==> src/rtl/inst_fetch_queue.sv <==
// Fetch stage: holds the PC, reads the combinational instruction memory and
// queues {pc, inst} pairs in a DEPTH-entry FIFO presented to decode.
// Optional build macro FETCH_ZERO_HALT_EN: a fetched all-zero word stops
// fetching (out_halted) until the next redirect or reset.
module inst_fetch_queue #(
  parameter logic [63:0] RESET_PC = 64'h0,
  parameter int          DEPTH    = 2
) (
  input  logic        in_clk,
  input  logic        in_rst_n,
  output logic [63:0] out_imem_addr,
  input  logic [31:0] in_imem_inst,
  input  logic        in_redirect,
  input  logic [63:0] in_redirect_pc,
  output logic        out_valid,
  input  logic        in_ready,
  output logic [31:0] out_inst,
  output logic [63:0] out_pc,
  output logic        out_halted
);

  localparam int PW = (DEPTH > 1) ? $clog2(DEPTH) : 1;
  localparam int CW = $clog2(DEPTH + 1);
  localparam logic [CW-1:0] DEPTH_C  = CW'(DEPTH);
  localparam logic [PW-1:0] PTR_LAST = PW'(DEPTH - 1);
  localparam logic [63:0]   PC_INIT  = {RESET_PC[63:2], 2'b00};

  logic [63:0]   pc_q;
  logic [PW-1:0] rd_ptr_q, wr_ptr_q;
  logic [CW-1:0] count_q;
  logic [31:0]   inst_mem [DEPTH];
  logic [63:0]   pc_mem   [DEPTH];

  logic pop, fetch, push, halted;

  assign out_valid     = (count_q != '0);
  assign pop           = out_valid & in_ready;
  assign fetch         = ~in_redirect & ~halted & ((count_q < DEPTH_C) | pop);
  assign out_imem_addr = {2'b00, pc_q[63:2]};
  assign out_inst      = out_valid ? inst_mem[rd_ptr_q] : 32'h0;
  assign out_pc        = out_valid ? pc_mem[rd_ptr_q]   : 64'h0;

`ifdef FETCH_ZERO_HALT_EN
  logic halted_q;

  // A zero word is the end-of-image marker: it is dropped and fetch stops.
  assign push = fetch & (in_imem_inst != 32'h0);

  // Halt latch, cleared only by redirect or reset.
  always_ff @(posedge in_clk or negedge in_rst_n) begin
    if (!in_rst_n) begin
      halted_q <= 1'b0;
    end else if (in_redirect) begin
      halted_q <= 1'b0;
    end else if (fetch && !push) begin
      halted_q <= 1'b1;
    end
  end

  assign halted     = halted_q;
  assign out_halted = halted_q;
`else
  assign push       = fetch;
  assign halted     = 1'b0;
  assign out_halted = 1'b0;
`endif

  function automatic logic [PW-1:0] ptr_inc(input logic [PW-1:0] p);
    return (p == PTR_LAST) ? '0 : p + PW'(1);
  endfunction

  // PC, pointers and occupancy; redirect overrides any push/pop this cycle.
  always_ff @(posedge in_clk or negedge in_rst_n) begin
    if (!in_rst_n) begin
      pc_q     <= PC_INIT;
      rd_ptr_q <= '0;
      wr_ptr_q <= '0;
      count_q  <= '0;
    end else if (in_redirect) begin
      pc_q     <= {in_redirect_pc[63:2], 2'b00};
      rd_ptr_q <= '0;
      wr_ptr_q <= '0;
      count_q  <= '0;
    end else begin
      if (push) begin
        pc_q     <= pc_q + 64'd4;
        wr_ptr_q <= ptr_inc(wr_ptr_q);
      end
      if (pop) begin
        rd_ptr_q <= ptr_inc(rd_ptr_q);
      end
      if (push && !pop) begin
        count_q <= count_q + CW'(1);
      end else if (pop && !push) begin
        count_q <= count_q - CW'(1);
      end
    end
  end

  // Entry storage; the memory bus is only captured on push edges.
  always_ff @(posedge in_clk) begin
    if (push && !in_redirect) begin
      inst_mem[wr_ptr_q] <= in_imem_inst;
      pc_mem[wr_ptr_q]   <= pc_q;
    end
  end

endmodule

==> config.mk <==
export PLATFORM = sky130hd
export DESIGN_NAME = inst_fetch_queue
export DESIGN_NICKNAME = d
export VERILOG_FILES = /design/src/rtl/inst_fetch_queue.sv
export SDC_FILE = /design/constraint.sdc
export NUM_CORES = 1
export LEC_CHECK = 0
export ABC_AREA = 1
export CORE_ASPECT_RATIO = 0.75
export CORE_MARGIN = 2
export CORE_UTILIZATION = 43
export DETAILED_ROUTE_END_ITERATION = 8
export PLACE_DENSITY = 0.72
export SYNTH_ARGS = -nofsm -noshare
export SYNTH_HDL_FRONTEND = slang
export SYNTH_SLANG_ARGS = --single-unit
==> constraint.sdc <==
create_clock -name in_clk -period 4.84 [get_ports in_clk]
set_input_delay 0.726 -clock in_clk [delete_from_list [all_inputs] [get_ports in_clk]]
set_output_delay 0.726 -clock in_clk [all_outputs]
set_load 0.01 [all_outputs]
==> impl_metrics.csv <==
group,metric,value,unit
cts,hold_buffers,0,
place,place_congestion,0.903,
synth,yosysTopAreaCell,"edfxtp_1",
synth,synth_commonest_cells,"454 x nand2_1, 188 x edfxtp_1, 105 x a21oi_1",
cells_and_area,final_layout_size_suffix_gt1_share,6.57,%
synth,synth_edf_count,188,
drt,wire_per_inst,19.2,um
cells_and_area,finalNonFillerCells,1874,
drt,dr.pass1.iters,5,
sta,rsz0062_at_grt,"false",
synth,yosysWarnings,0,
cts,insertion_delay,0.55,ns
sta,period_share,82.8,%
synth,async_reset_ff_share,26.0,%
sta,setup_viol,0,
sta,layout_min_cycle_time,4.01,ns
floorplan,die-area,28900,um2
sta,tns,0,ns
power_and_ir_drop,finalPower,5.68,mW
drt,vias,9908,
worst_setup_path,worstSetupStartpointType,"flop",
place,placed_area,14800,um2
synth,ys.flop_type,"edfxtp_1",
sta,relSlewSlack,35.0,%
sta,clock_skew,0.0175,ns
worst_setup_path,worstSetupEndpointType,"output pin",
power_and_ir_drop,intPower,4.15,mW
cts,ctsRootBufferMaster,"clkbuf_16",
sta,tightest_slew,0.974,ns
grt,gr-total-overflow,0,
cts,clk_path_buf_depth,3,
synth,synth.avg_cell_area,9.42,um2
synth,netlist_area,11900,um2
sta,final.setup.worst_slack,0.833,ns
place,dp.cells,1827,
power_and_ir_drop,power_frac_comb,17.2,%
synth,synth_top_area_share,47.6,%
grt,antenna_found_initial,0,
cells_and_area,antennaDiodeCount,0,
sta,hold_ws,0.280,ns
cts,postCtsSetupRepairBufs,0,
worst_setup_path,crit_fanout,44,
floorplan,initial_utilization,43.8,%
cts,post_cts_resized,0,
cells_and_area,utilization,57.7,%
cts,cts_tree,"yes",
synth,synth_area_leaders,"edfxtp_1 48%, nand2_1 14%, dfrtp_1 14%, a21oi_1 4.4%, nor2_1 3.0%",
synth,yosysUniqueCellTypes,36,
grt,track_usage,24.7,%
status,status,"finished clean",
flow_run,cap_viol_max_count,0,
worst_setup_path,reg2regPathDepth,12,
place,hpwl,25.2,mm
worst_setup_path,cp.required,4.11,ns
place,dp_worst_setup_slack,1.39,ns
place,io_buffers,254,
power_and_ir_drop,netSwitchingPower,1.53,mW
worst_hold_path,min_path_type,"primary input to async pin",
synth,seq_area_frac_synth,61.5,%
drt,ant_nets,0,
cts,cts.sinks,254,
sta,drv_slew,0,
drt,drc,0,
cells_and_area,fin_nets,1605,
cts,clk_pin_slew,0.06,ns
power_and_ir_drop,p_clk_share,34.7,%
cells_and_area,stdcell_area,15600,um2
floorplan,core_area,27100,um2
power_and_ir_drop,seqPwrFrac,48.2,%
drt,wl,35.9,mm
cts,cts-buffers-inserted,26,
grt,grt_pass1_wl,55.0,mm
worst_setup_path,arrival,3.28,ns
floorplan,rows,52,
synth,synth_most_common_cell,"nand2_1",
floorplan,fp.dieH,148,um
floorplan,dieWidth,196,um
synth,ys_seq_elements,254,
power_and_ir_drop,leakage,5.99,nW
power_and_ir_drop,switching_share,26.9,%
cts,cts_htree_levels,1,
cells_and_area,syn2layout_area_growth,31.7,%
grt,grt_max_degree,62,
sta,timing.fmax,0.250,GHz
power_and_ir_drop,powerDensity,364,nW/um2
sta,hold_viol,0,
synth,syn_inst,1259,
floorplan,io_pins,262,
power_and_ir_drop,peakVddDrop,0.000250,V
drt,drt-vias-per-instance,5.29,
worst_setup_path,setup.worst_path.class,"flop to output pin",
drt,initialDrtViolationCount,940,
cells_and_area,fillers,2324,
grt,grt_pass1_vias,9490,
==> final timing paths <==
| path | start | to | slack, ns |
|---|---|---|---|
| max in group asynchronous | in_rst_n | rd_ptr_q$_DFFE_PN0P_ | 3.55 |
| min reg2reg | pc_q[7]$_DFFE_PN0P_ | pc_mem[0][7]$_DFFE_PP_ | 0.58 |
| max reg2reg | pc_q[2]$_DFFE_PN0P_ | pc_q[46]$_DFFE_PN0P_ | 2.74 |
| min | in_rst_n | pc_q[50]$_DFFE_PN0P_ | 0.28 |
| max | rd_ptr_q$_DFFE_PN0P_ | out_pc[43] | 0.83 |
| min in group in_clk | pc_q[7]$_DFFE_PN0P_ | pc_mem[0][7]$_DFFE_PP_ | 0.58 |
==> flip-flops by register name (all words and copies together) (netlist names) <==
signal	flops
pc_mem	124
wr_ptr_q	1
pc_q	62
count_q	2
rd_ptr_q	1
inst_mem	64
==> layer usage <==
layer	up-vias	GRT usage, %	share of wire [%]
met5	-	0	0
met4	0	5.98	2.2
met3	48	4.91	8.8
met2	426	36.4	43
met1	4723	37.5	46
li1	4711	-	-
==> critical path: stages, from the launching register on <==
cell and delay, ns:
dfrtp_4 0.78, clkinv_2 0.67, buf_4 0.53, nand2_1 0.12
a21oi_1 0.09, clkdlybuf4s50_1 0.52
==> kinds of logic (layout without fill, tap and decap cells) <==
family / Yosys count / count (layout) / synth area share (%)
flops: 254 / 254 / 61.5
buf+inv: 131 / 391 / 4.46
compound gates: 192 / 192 / 9.20
other cells: 1 / 5 / 0.0316
xor+xnor: 9 / 9 / 0.665
simple gates: 671 / 671 / 24.0
fa+ha+maj: 1 / 1 / 0.106
==> cell type report <==
type | count | area, um2 | share of cell area, %
tap | 351 | 439 | 2.81
clock inverter | 12 | 119 | 0.761
sequential | 254 | 7300 | 46.7
clock buffer | 35 | 714 | 4.57
timing repair buffer | 269 | 2700 | 17.3
multi-input combinational | 878 | 4070 | 26.0
inverter | 75 | 283 | 1.81
==> cell usage in the layout, fill, tap and decap left out, types with 4 or more instances in the layout <==
cell	netlist	final
o21bai_1	6	6
o21ai_0	23	23
o211ai_1	12	12
a21oi_1	105	105
nand3_1	60	60
inv_1	72	71
nor2_1	96	93
xor2_1	7	7
nand3b_1	6	6
conb_1	1	5
buf_12	0	4
buf_4	6	11
o21ai_1	11	11
nand4_1	8	8
dfrtp_1	66	65
clkbuf_16	0	26
nor2_2	12	12
nand2_1	454	454
edfxtp_1	188	188
a22oi_1	28	28
nor3_1	5	5
clkinv_1	0	6
clkdlybuf4s50_1	0	252
clkbuf_1	30	6
nor2_4	12	15
nand2_2	11	11
==> power by group through the flow <==
stage | clock network (mW) | registers (mW) | logic, mW
2_1_floorplan | 0 | 2.73 | 0.435
3_3_place_gp | 0 | 2.77 | 0.962
3_5_place_dp | 0 | 2.78 | 0.976
4_1_cts | 2.01 | 2.74 | 0.982
5_1_grt | 2.09 | 2.76 | 1.07
6_report | 1.97 | 2.74 | 0.976
Power figures use the tool's default switching activity.
